==> src/rtl/regfile_writeback_if.sv <==
// Bundle of the writeback block's result, issue-check and register-file port signals.
// The block itself takes the slave modport; the producer side takes the master modport.
interface regfile_writeback_if #(
    parameter int XLEN = 64
);
    logic            alu_valid;
    logic [4:0]      alu_rd;
    logic [XLEN-1:0] alu_data;
    logic            mem_valid;
    logic            mem_ready;
    logic [4:0]      mem_rd;
    logic [XLEN-1:0] mem_data;
    logic            iss_valid;
    logic [4:0]      iss_rd;
    logic [4:0]      chk_rs1;
    logic [4:0]      chk_rs2;
    logic            hazard;
    logic [31:0]     pend_mask;
    logic [4:0]      rd;
    logic [XLEN-1:0] rd_in;
    logic            rd_we;
    logic            waw_err;

    modport master (
        output alu_valid, alu_rd, alu_data, mem_valid, mem_rd, mem_data,
               iss_valid, iss_rd, chk_rs1, chk_rs2,
        input  mem_ready, hazard, pend_mask, rd, rd_in, rd_we, waw_err
    );

    modport slave (
        input  alu_valid, alu_rd, alu_data, mem_valid, mem_rd, mem_data,
               iss_valid, iss_rd, chk_rs1, chk_rs2,
        output mem_ready, hazard, pend_mask, rd, rd_in, rd_we, waw_err
    );
endinterface

==> src/rtl/regfile_writeback.sv <==
// Register-file writer: ALU results take priority over a FIFO of memory-path results.
// A pending scoreboard flags read-after-write hazards to the issue stage.
module regfile_writeback #(
    parameter int XLEN  = 64,
    parameter int DEPTH = 4
) (
    input logic                clk,
    input logic                rst_n,
    regfile_writeback_if.slave bus
);
    localparam int             AW      = $clog2(DEPTH);
    localparam logic [AW:0]    DEPTH_C = (AW+1)'(DEPTH);

    typedef struct packed {
        logic [4:0]      rd;
        logic [XLEN-1:0] data;
    } entry_t;

    entry_t          fifo_mem [DEPTH];
    logic [AW:0]     wr_ptr_q, wr_ptr_d;
    logic [AW:0]     rd_ptr_q, rd_ptr_d;
    logic [AW:0]     count;
    logic            init_q;
    logic [31:0]     pend_q, pend_d;
    logic [4:0]      rd_q, rd_d;
    logic [XLEN-1:0] rd_in_q, rd_in_d;
    logic            rd_we_q, rd_we_d;
    logic            waw_q, waw_d;

    logic   push, pop, alu_take, fifo_empty;
    entry_t head;

    // Pointers carry one extra bit so full and empty are distinguishable.
    assign count      = wr_ptr_q - rd_ptr_q;
    assign fifo_empty = (count == '0);
    assign head       = fifo_mem[rd_ptr_q[AW-1:0]];

    // init_q keeps mem_ready low until the first clock after reset release.
    assign bus.mem_ready = init_q && (count < DEPTH_C);
    assign push          = bus.mem_valid && bus.mem_ready;
    assign alu_take      = bus.alu_valid && (bus.alu_rd != 5'd0);
    assign pop           = !alu_take && !fifo_empty;

    always_comb begin
        // NOTE: every always_comb output gets a default first so no path can infer a latch.
        rd_d     = rd_q;
        rd_in_d  = rd_in_q;
        rd_we_d  = 1'b0;
        pend_d   = pend_q;
        waw_d    = waw_q;
        wr_ptr_d = wr_ptr_q;
        rd_ptr_d = rd_ptr_q;

        if ((alu_take && pend_q[bus.alu_rd]) ||
            (bus.iss_valid && (bus.iss_rd != 5'd0) && pend_q[bus.iss_rd])) begin
            waw_d = 1'b1;
        end

        if (alu_take) begin
            rd_d    = bus.alu_rd;
            rd_in_d = bus.alu_data;
            rd_we_d = 1'b1;
        end else if (pop) begin
            rd_ptr_d           = rd_ptr_q + 1'b1;
            pend_d[head.rd]    = 1'b0;
            if (head.rd != 5'd0) begin
                rd_d    = head.rd;
                rd_in_d = head.data;
                rd_we_d = 1'b1;
            end
        end

        if (push) begin
            wr_ptr_d = wr_ptr_q + 1'b1;
        end

        // Applied after the clear so a same-edge set of the same register wins.
        if (bus.iss_valid && (bus.iss_rd != 5'd0)) begin
            pend_d[bus.iss_rd] = 1'b1;
        end
        pend_d[0] = 1'b0;
    end

    // NOTE: sequential state uses non-blocking assignments so all registers update together.
    always_ff @(posedge clk or negedge rst_n) begin
        if (!rst_n) begin
            wr_ptr_q <= '0;
            rd_ptr_q <= '0;
            init_q   <= 1'b0;
            pend_q   <= '0;
            rd_q     <= '0;
            rd_in_q  <= '0;
            rd_we_q  <= 1'b0;
            waw_q    <= 1'b0;
        end else begin
            wr_ptr_q <= wr_ptr_d;
            rd_ptr_q <= rd_ptr_d;
            init_q   <= 1'b1;
            pend_q   <= pend_d;
            rd_q     <= rd_d;
            rd_in_q  <= rd_in_d;
            rd_we_q  <= rd_we_d;
            waw_q    <= waw_d;
        end
    end

    // NOTE: FIFO storage is not reset; the pointers alone decide which entries are valid.
    always_ff @(posedge clk) begin
        if (push) begin
            fifo_mem[wr_ptr_q[AW-1:0]] <= '{rd: bus.mem_rd, data: bus.mem_data};
        end
    end

    // The port-stage write is not yet readable from the register file, so it counts as pending.
    always_comb begin
        bus.hazard = 1'b0;
        if ((bus.chk_rs1 != 5'd0) &&
            (pend_q[bus.chk_rs1] || (rd_we_q && (rd_q == bus.chk_rs1)))) begin
            bus.hazard = 1'b1;
        end
        if ((bus.chk_rs2 != 5'd0) &&
            (pend_q[bus.chk_rs2] || (rd_we_q && (rd_q == bus.chk_rs2)))) begin
            bus.hazard = 1'b1;
        end
    end

    assign bus.pend_mask = pend_q;
    assign bus.rd        = rd_q;
    assign bus.rd_in     = rd_in_q;
    assign bus.rd_we     = rd_we_q;
    assign bus.waw_err   = waw_q;
endmodule

==> src/flat_wrapper.sv <==
// flat-port wrapper written by rule: the top's interface ports become plain ports
module regfile_writeback_flat 
#(
    parameter int XLEN  = 64,
    parameter int DEPTH = 4
)
  (clk, rst_n, bus_alu_valid, bus_alu_rd, bus_alu_data, bus_mem_valid, bus_mem_rd, bus_mem_data, bus_iss_valid, bus_iss_rd, bus_chk_rs1, bus_chk_rs2, bus_mem_ready, bus_hazard, bus_pend_mask, bus_rd, bus_rd_in, bus_rd_we, bus_waw_err);
  regfile_writeback_if #(.XLEN(XLEN)) bus_i ();
  input logic clk;
  input logic rst_n;
  input wire logic [$bits(bus_i.alu_valid)-1:0] bus_alu_valid;
  input wire logic [$bits(bus_i.alu_rd)-1:0] bus_alu_rd;
  input wire logic [$bits(bus_i.alu_data)-1:0] bus_alu_data;
  input wire logic [$bits(bus_i.mem_valid)-1:0] bus_mem_valid;
  input wire logic [$bits(bus_i.mem_rd)-1:0] bus_mem_rd;
  input wire logic [$bits(bus_i.mem_data)-1:0] bus_mem_data;
  input wire logic [$bits(bus_i.iss_valid)-1:0] bus_iss_valid;
  input wire logic [$bits(bus_i.iss_rd)-1:0] bus_iss_rd;
  input wire logic [$bits(bus_i.chk_rs1)-1:0] bus_chk_rs1;
  input wire logic [$bits(bus_i.chk_rs2)-1:0] bus_chk_rs2;
  output wire logic [$bits(bus_i.mem_ready)-1:0] bus_mem_ready;
  output wire logic [$bits(bus_i.hazard)-1:0] bus_hazard;
  output wire logic [$bits(bus_i.pend_mask)-1:0] bus_pend_mask;
  output wire logic [$bits(bus_i.rd)-1:0] bus_rd;
  output wire logic [$bits(bus_i.rd_in)-1:0] bus_rd_in;
  output wire logic [$bits(bus_i.rd_we)-1:0] bus_rd_we;
  output wire logic [$bits(bus_i.waw_err)-1:0] bus_waw_err;
  assign bus_i.alu_valid = bus_alu_valid;
  assign bus_i.alu_rd = bus_alu_rd;
  assign bus_i.alu_data = bus_alu_data;
  assign bus_i.mem_valid = bus_mem_valid;
  assign bus_i.mem_rd = bus_mem_rd;
  assign bus_i.mem_data = bus_mem_data;
  assign bus_i.iss_valid = bus_iss_valid;
  assign bus_i.iss_rd = bus_iss_rd;
  assign bus_i.chk_rs1 = bus_chk_rs1;
  assign bus_i.chk_rs2 = bus_chk_rs2;
  assign bus_mem_ready = bus_i.mem_ready;
  assign bus_hazard = bus_i.hazard;
  assign bus_pend_mask = bus_i.pend_mask;
  assign bus_rd = bus_i.rd;
  assign bus_rd_in = bus_i.rd_in;
  assign bus_rd_we = bus_i.rd_we;
  assign bus_waw_err = bus_i.waw_err;
  regfile_writeback #(.XLEN(XLEN), .DEPTH(DEPTH)) u_core (.clk(clk), .rst_n(rst_n), .bus(bus_i));
endmodule
==> config.mk <==
export PLATFORM = sky130hd
export DESIGN_NAME = regfile_writeback_flat
export DESIGN_NICKNAME = d
export VERILOG_FILES = /design/src/rtl/regfile_writeback_if.sv /design/src/rtl/regfile_writeback.sv /design/src/flat_wrapper.sv
export SDC_FILE = /design/constraint.sdc
export NUM_CORES = 1
export LEC_CHECK = 0
export CAP_MARGIN = 20
export CORE_MARGIN = 8
export CORE_UTILIZATION = 50
export DETAILED_ROUTE_END_ITERATION = 10
export PLACE_DENSITY = 0.86
export SKIP_LAST_GASP = 1
export SLEW_MARGIN = 10
export SYNTH_ARGS = -nofsm -noshare
export SYNTH_HDL_FRONTEND = slang
export SYNTH_SLANG_ARGS = --single-unit
export TNS_END_PERCENT = 1
==> constraint.sdc <==
create_clock -name clk -period 5.63 [get_ports clk]
set_clock_uncertainty 0.1 [all_clocks]
set_input_delay 1.126 -clock clk [delete_from_list [all_inputs] [get_ports clk]]
set_output_delay 1.126 -clock clk [all_outputs]
set_load 0.01 [all_outputs]
# Word level (Yosys, flattened, before mapping)
# Memory sizes are Yosys's and may differ from the RTL's.
# Cells that the tools add are included.
op_classes:
  eq_ne: 2
  n_reduce_logical: 28
  muxes: 28
  order_cmp: 8
  multipliers: 0
  n_addsub: 3
  shift: 0
  div: 0
  bitwise_logic: 4
ops:
  columns: ["cell", "n"]
  rows:
  - ["64-bit two-way mux", 3]
  - ["32-bit two-way mux", 3]
  - ["32-bit bitwise AND", 1]
  - ["32-bit NOT", 1]
  - ["32-bit OR", 1]
  - ["5-bit by 6-bit less-than comparator with 1-bit output (second input constant)", 5]
  - ["5-bit nonzero test", 5]
  - ["1-bit binary-select mux with 5-bit select", 4]
  - ["5-bit two-way mux", 3]
  - ["1-bit logical AND", 13]
  - ["1-bit two-way mux", 13]
  - ["1-bit demux with 5-bit select", 2]
  - ["5-bit == test", 2]
  - ["5-bit by 1-bit >= comparator with 1-bit output (second input constant)", 2]
  - ["3-bit by 1-bit adder with 3-bit output (second input constant)", 2]
  - ["2-bit AND reduction", 2]
  - ["2-bit nonzero test", 2]
  - ["3-bit logical NOT", 1]
  - ["1-bit logical OR", 3]
  - ["3-bit less-than comparator (second input constant)", 1]
  - ["3-bit subtractor", 1]
  - ["1-bit logical NOT", 2]
  - ["1-bit NOT", 1]
totals:
  output_inout_bits: 105
  register_bits: 109
  romBits: 0
  latchBits: 0
  mem_bits_rw: 276
  n_memories: 1
  inputBits: 158
memory_table:
  columns: ["name", "depth", "word_bits", "read_ports", "rd_ports_with_merged_regs", "wr", "line_no", "source"]
  rows:
  - ["u_core.fifo_mem", 4, 69, 1, 0, 1, "regfile_writeback.sv:19", "entry_t fifo_mem [DEPTH];"]

# Depth between registers and ports, before layout
# An unclocked memory read counts as a cell.
logic_depth:
  depth_word: 11
  depth_mapped: 11
  depth_no_buf: 7

# Worst setup path after synthesis
# Ideal clock, no wire load.
synth_path:
  kind: "register to register"
  startpoint: "register u_core.rd_ptr_q[1]"
  endpoint: "memory u_core.fifo_mem[3][0] in the netlist's numbering, enable pin"
  arrival_time_ps: 4359
  setup_ps: 437
  path_stages_with_launch: 10
  period_less_slack_ps: 4896
  slack_ps: 734
  cell_sequence: "dfrtp_1 > clkbuf_1 > buf_1 > buf_1 > inv_1 > ha_1 > nor2b_1 > or3_1 > a21boi_0 > and3_1"
synth_via:
  elab_chain_len: 6
synth_lines:
  columns: ["item", "line_no", "source"]
  rows:
  - ["from (decl)", "regfile_writeback.sv:21", "logic [AW:0] rd_ptr_q, rd_ptr_d;"]
  - ["from (signal assigned)", "regfile_writeback.sv:97", "rd_ptr_q <= rd_ptr_d;"]
  - ["3-bit subtractor", "regfile_writeback.sv:34", "assign count = wr_ptr_q - rd_ptr_q;"]
  - ["3-bit less-than comparator", "regfile_writeback.sv:39", "assign bus.mem_ready = init_q && (count < DEPTH_C);"]
  - ["1-bit logical AND", "regfile_writeback.sv:39", null]
  - ["named net bus_mem_ready", "flat_wrapper.sv:21", "output wire logic [$bits(bus_i.mem_ready)-1:0] bus_mem_ready;"]
  - ["1-bit logical AND", "regfile_writeback.sv:40", "assign push = bus.mem_valid && bus.mem_ready;"]
  - ["1-bit two-way mux", "regfile_writeback.sv:109", "if (push) begin"]
  - ["1-bit two-way mux (not written as such)", "regfile_writeback.sv:110", "fifo_mem[wr_ptr_q[AW-1:0]] <= '{rd: bus.mem_rd, data: bus.mem_data};"]
  - ["to (decl)", "regfile_writeback.sv:19", null]
# The timed path passes the listed nets, and every way through them passes these cells.

# Final worst setup path
layout_path:
  startpoint: "input bus_chk_rs2[0]"
  endpoint: "output bus_hazard"
layout_via:
  elab_chain_len: 5
  elab_cells_between_ends: 8
  cone_classes: "eq/ne: 1; mux: 3; reduce/logical: 4"
layout_lines:
  columns: ["item", "line_no", "source"]
  rows:
  - ["from (decl)", "flat_wrapper.sv:20", "input wire logic [$bits(bus_i.chk_rs2)-1:0] bus_chk_rs2;"]
  - ["1-bit binary-select mux with 5-bit select / 5-bit == test (equally long branches)", "regfile_writeback.sv:122", "(pend_q[bus.chk_rs2] || (rd_we_q && (rd_q == bus.chk_rs2)))) begin"]
  - ["1-bit two-way mux (not written as such) / 1-bit logical AND (equally long branches)", "regfile_writeback.sv:122", null]
  - ["1-bit logical OR", "regfile_writeback.sv:122", null]
  - ["1-bit logical AND (*)", "regfile_writeback.sv:121", "if ((bus.chk_rs2 != 5'd0) &&"]
  - ["1-bit two-way mux (*)", "regfile_writeback.sv:121", null]
  - ["to (decl)", "flat_wrapper.sv:22", "output wire logic [$bits(bus_i.hazard)-1:0] bus_hazard;"]
# Mark *: on every way between the ends. The rest lies on a longest branch, timed or not. The select of a mux whose other input is x is not followed.

==> implementation parameters <==
Parameter                              Value

Outcome
  Result of the run    finished, final reports clean

Critical path
  Crit start category    primary input
  Start-to-end type of the worst setup path    in2out
  CP Launch Point    bus_chk_rs2[0]
  Critical-path maximum fanout    11
  Arrival time reported for the critical path endpoint    3.89 ns
  Required time of the worst setup path    4.40 ns
  Startpoint of the lowest-slack register-to-register path    u_core.rd_ptr_q[0]
  Number of cells on the worst reg-to-reg path    6
  Critical Path Sink Type    primary output

STA
  Post-route clock period utilization    90.9%
  Number of hold violations in the final report    0
  Final setup violation count    0
  Final Max Slew Viols    0
  Minimum period implied by the final worst setup slack    5.12 ns
  Setup Total Neg Slack    0 ns
  Max Clk Rate    0.195 GHz
  Worst slew margin relative to its limit    36.3%
  Unrepaired setup endpoints after global routing    no
  Measured slew at the worst slew-check pin    0.956 ns
  Worst hold margin    0.383 ns

Pwr
  Part of the power in the clock network    24.5%
  Max VDD drop    0.274 mV
  Fraction of power spent switching nets    29.8%
  Combinational group share of total power    35.9%
  Cell internal pwr    0.00746 W
  Share of total power in sequential cells    39.6%
  Static power due to leakage    7.57 nW
  Net load switching power    0.00317 W
  Sum of internal, switching and leakage power    0.0106 W
  Total power per unit cell area    506 nW/µm²

CTS
  Post-CTS Setup Repair Bufs    0
  Cell chosen for the clock root    sky130_fd_sc_hd__clkbuf_16
  # resized after CTS    0
  CTS tree    yes
  Number of buffers added by the clock tree synthesis step    40
  H-tree levels    2
  CTS Hold Buffers Added    0
  Clock buffer depth    3
  Clock latency on the worst-skew pair    0.53 ns
  Clock sink total    385
  Worst-path clk slew    0.06 ns

Global routing
  Largest net degree at the start of global routing    62
  GRT Residual Overflow    0
  Global-route wire length before repair    59,400 µm
  Vias in the first global route    10,200
  Global Route Usage Sum    19.5%
  Antenna violations before repair    2

Logic synthesis
  Sequential fraction of the synthesis area    66.3%
  Count of flip-flops with a built-in enable after synthesis    276
  Warnings, synthesis    0
  Predominant post-synthesis flop cell    sky130_fd_sc_hd__edfxtp_1
  Share of flip-flops with an asynchronous set or reset after synthesis    28.3%
  Mapped Cells    871
  Flip-flop and latch count after synthesis    385
  Syn Nets    1,036
  Syn_area_per_cell    19.1 µm²
  Count of different cell masters after synthesis    49
  Post-synthesis instance area    16,600 µm²

Detailed routing
  Final Routed Wirelength    38,500 µm
  Via-to-Cell Ratio    5.76
  Vias after detailed routing    9,311
  Antenna viol nets, final    0
  Drt pass-1 iters    5
  Average wire per cell in the routed design    23.8 µm
  Iter 0 DRT Violations    742
  Post-route DRC violation count    0

Die
  Site row count    66
  Full die area    39,300 µm²
  Die W    198 µm
  Starting density of the core    50.9%
  Die span in y    198 µm
  Count of pins on the block boundary    263
  Area of the core    32,600 µm²

Worst hold path
  Hold depth    1
  Worst min-delay path startpoint    u_core.wr_ptr_q[2]
  Worst hold-check path type    reg2reg

Place
  Placer's final routability congestion estimate    0.930
  DP HPWL    25,300 µm
  Placed standard-cell area    19,700 µm²
  I/O Buffers    261

Finish
  Final instance area    21,000 µm²
  Most common cell after layout, fill and taps aside    sky130_fd_sc_hd__edfxtp_1
  Final standard cell utilization of the core    64.4%
  Most frequent cells in the layout    sky130_fd_sc_hd__edfxtp_1 (276), sky130_fd_sc_hd__clkdlybuf4s50_1 (260), sky130_fd_sc_hd__dfrtp_1 (107), sky130_fd_sc_hd__mux4_2 (100), sky130_fd_sc_hd__mux2_2 (70)
  Proportion of layout cells with a drive suffix above 1    27.5%
  Area growth, synth to finish    26.5%
  Final nets    1,306

Run
  # Max-Cap Violations    0
cells by family after synthesis:
kind of cell / after synthesis / synth area share [%]
other cells: 2 / 0.0452
mux: 246 / 25.0
compound gates: 77 / 2.87
xor+xnor: 16 / 0.843
fa+ha+maj: 7 / 0.527
simple gates: 83 / 2.80
buf+inv: 55 / 1.66
flops: 385 / 66.3
final timing paths:
| check | to | slack (ns) |
|---|---|---|
| worst max register to register | u_core.bus.rd_in[7] | 1.92 |
| max in group asynchronous | u_core.bus.rd_in[20] | 3.91 |
| worst min register to register | u_core.wr_ptr_q[2] | 0.38 |
| worst max-delay path | bus_hazard | 0.51 |
| worst min-delay path | u_core.wr_ptr_q[2] | 0.38 |
| min in group asynchronous | u_core.bus.rd_in[59] | 0.50 |
power groups by stage:
| stage | clock [W] | combinational [W] | sequential [W] |
|---|---|---|---|
| after floorplan | 0 | 0.00229 | 0.00422 |
| after global placement | 0 | 0.00378 | 0.00422 |
| after detailed placement | 0 | 0.00386 | 0.00424 |
| after CTS | 0.00265 | 0.00388 | 0.00420 |
| after global routing | 0.00276 | 0.00407 | 0.00428 |
| final | 0.00260 | 0.00382 | 0.00421 |
per-layer routing:
layer | vias to the layer above | part of all wire, % | global-route usage (%)
met5 | - | 0.034 | 0
met4 | 2 | 1.5 | 4.54
met3 | 59 | 8.0 | 4.79
met2 | 405 | 50 | 33.2
met1 | 4823 | 40 | 25.1
li1 | 4022 | - | -
synthesized netlist by cell type (5+ instances only):
cell / count / area share, %
sky130_fd_sc_hd__ha_1: 7 / 0.53
sky130_fd_sc_hd__xor2_1: 10 / 0.53
sky130_fd_sc_hd__inv_1: 9 / 0.20
sky130_fd_sc_hd__mux2_2: 70 / 4.7
sky130_fd_sc_hd__nand2_1: 23 / 0.52
sky130_fd_sc_hd__edfxtp_1: 276 / 50
sky130_fd_sc_hd__mux4_2: 100 / 14
sky130_fd_sc_hd__mux2_4: 69 / 6.2
sky130_fd_sc_hd__dfrtp_1: 109 / 16
sky130_fd_sc_hd__nor2_1: 7 / 0.16
sky130_fd_sc_hd__mux2i_1: 7 / 0.42
sky130_fd_sc_hd__nand2b_1: 13 / 0.49
sky130_fd_sc_hd__nand3b_1: 5 / 0.23
sky130_fd_sc_hd__o21ai_0: 50 / 1.5
sky130_fd_sc_hd__nor2b_1: 8 / 0.30
sky130_fd_sc_hd__xnor2_1: 6 / 0.32
sky130_fd_sc_hd__buf_6: 8 / 0.54
sky130_fd_sc_hd__clkbuf_1: 19 / 0.43
sky130_fd_sc_hd__buf_1: 14 / 0.32
sky130_fd_sc_hd__and3_1: 6 / 0.23
per-stage QoR:
step	cells	setup slack [ns]
floorplan	871	0.734
CTS	1615	0.492
global placement	1541	0.563
finish	1616	0.513
global route	1616	0.343
detailed placement	1541	0.497
state kept, by name, summed over array words and instances, names as in the netlist:
name / flops
u_core.init_q: 1
u_core.rd_ptr_q: 3
u_core.fifo_mem: 276
u_core.bus.waw_err: 1
u_core.wr_ptr_q: 3
u_core.bus.rd_we: 1
u_core.bus.rd: 5
u_core.bus.rd_in: 64
u_core.bus.pend_mask: 31
worst max-delay path, cell delays in order:
cell and delay [ns]:
sky130_fd_sc_hd__clkdlybuf4s50_1 0.86, sky130_fd_sc_hd__mux2_2 0.40, sky130_fd_sc_hd__a221oi_1 0.34, sky130_fd_sc_hd__nor3_1 0.10, sky130_fd_sc_hd__a2111oi_0 0.41, sky130_fd_sc_hd__o32ai_1 0.13
sky130_fd_sc_hd__clkdlybuf4s50_1 0.51
layout make-up:
cell class              instances  area (µm²)
fillers                      2192       11600
flip-flops and latches        385       11000
multi-input cells             431        5360
repair buffers                274        2720
clock buffers                  57        1130
well taps                     442         553
clock inverters                17         208
inverters                       9        33.8
diodes                          1        2.50
Power figures use the tool's default switching activity.
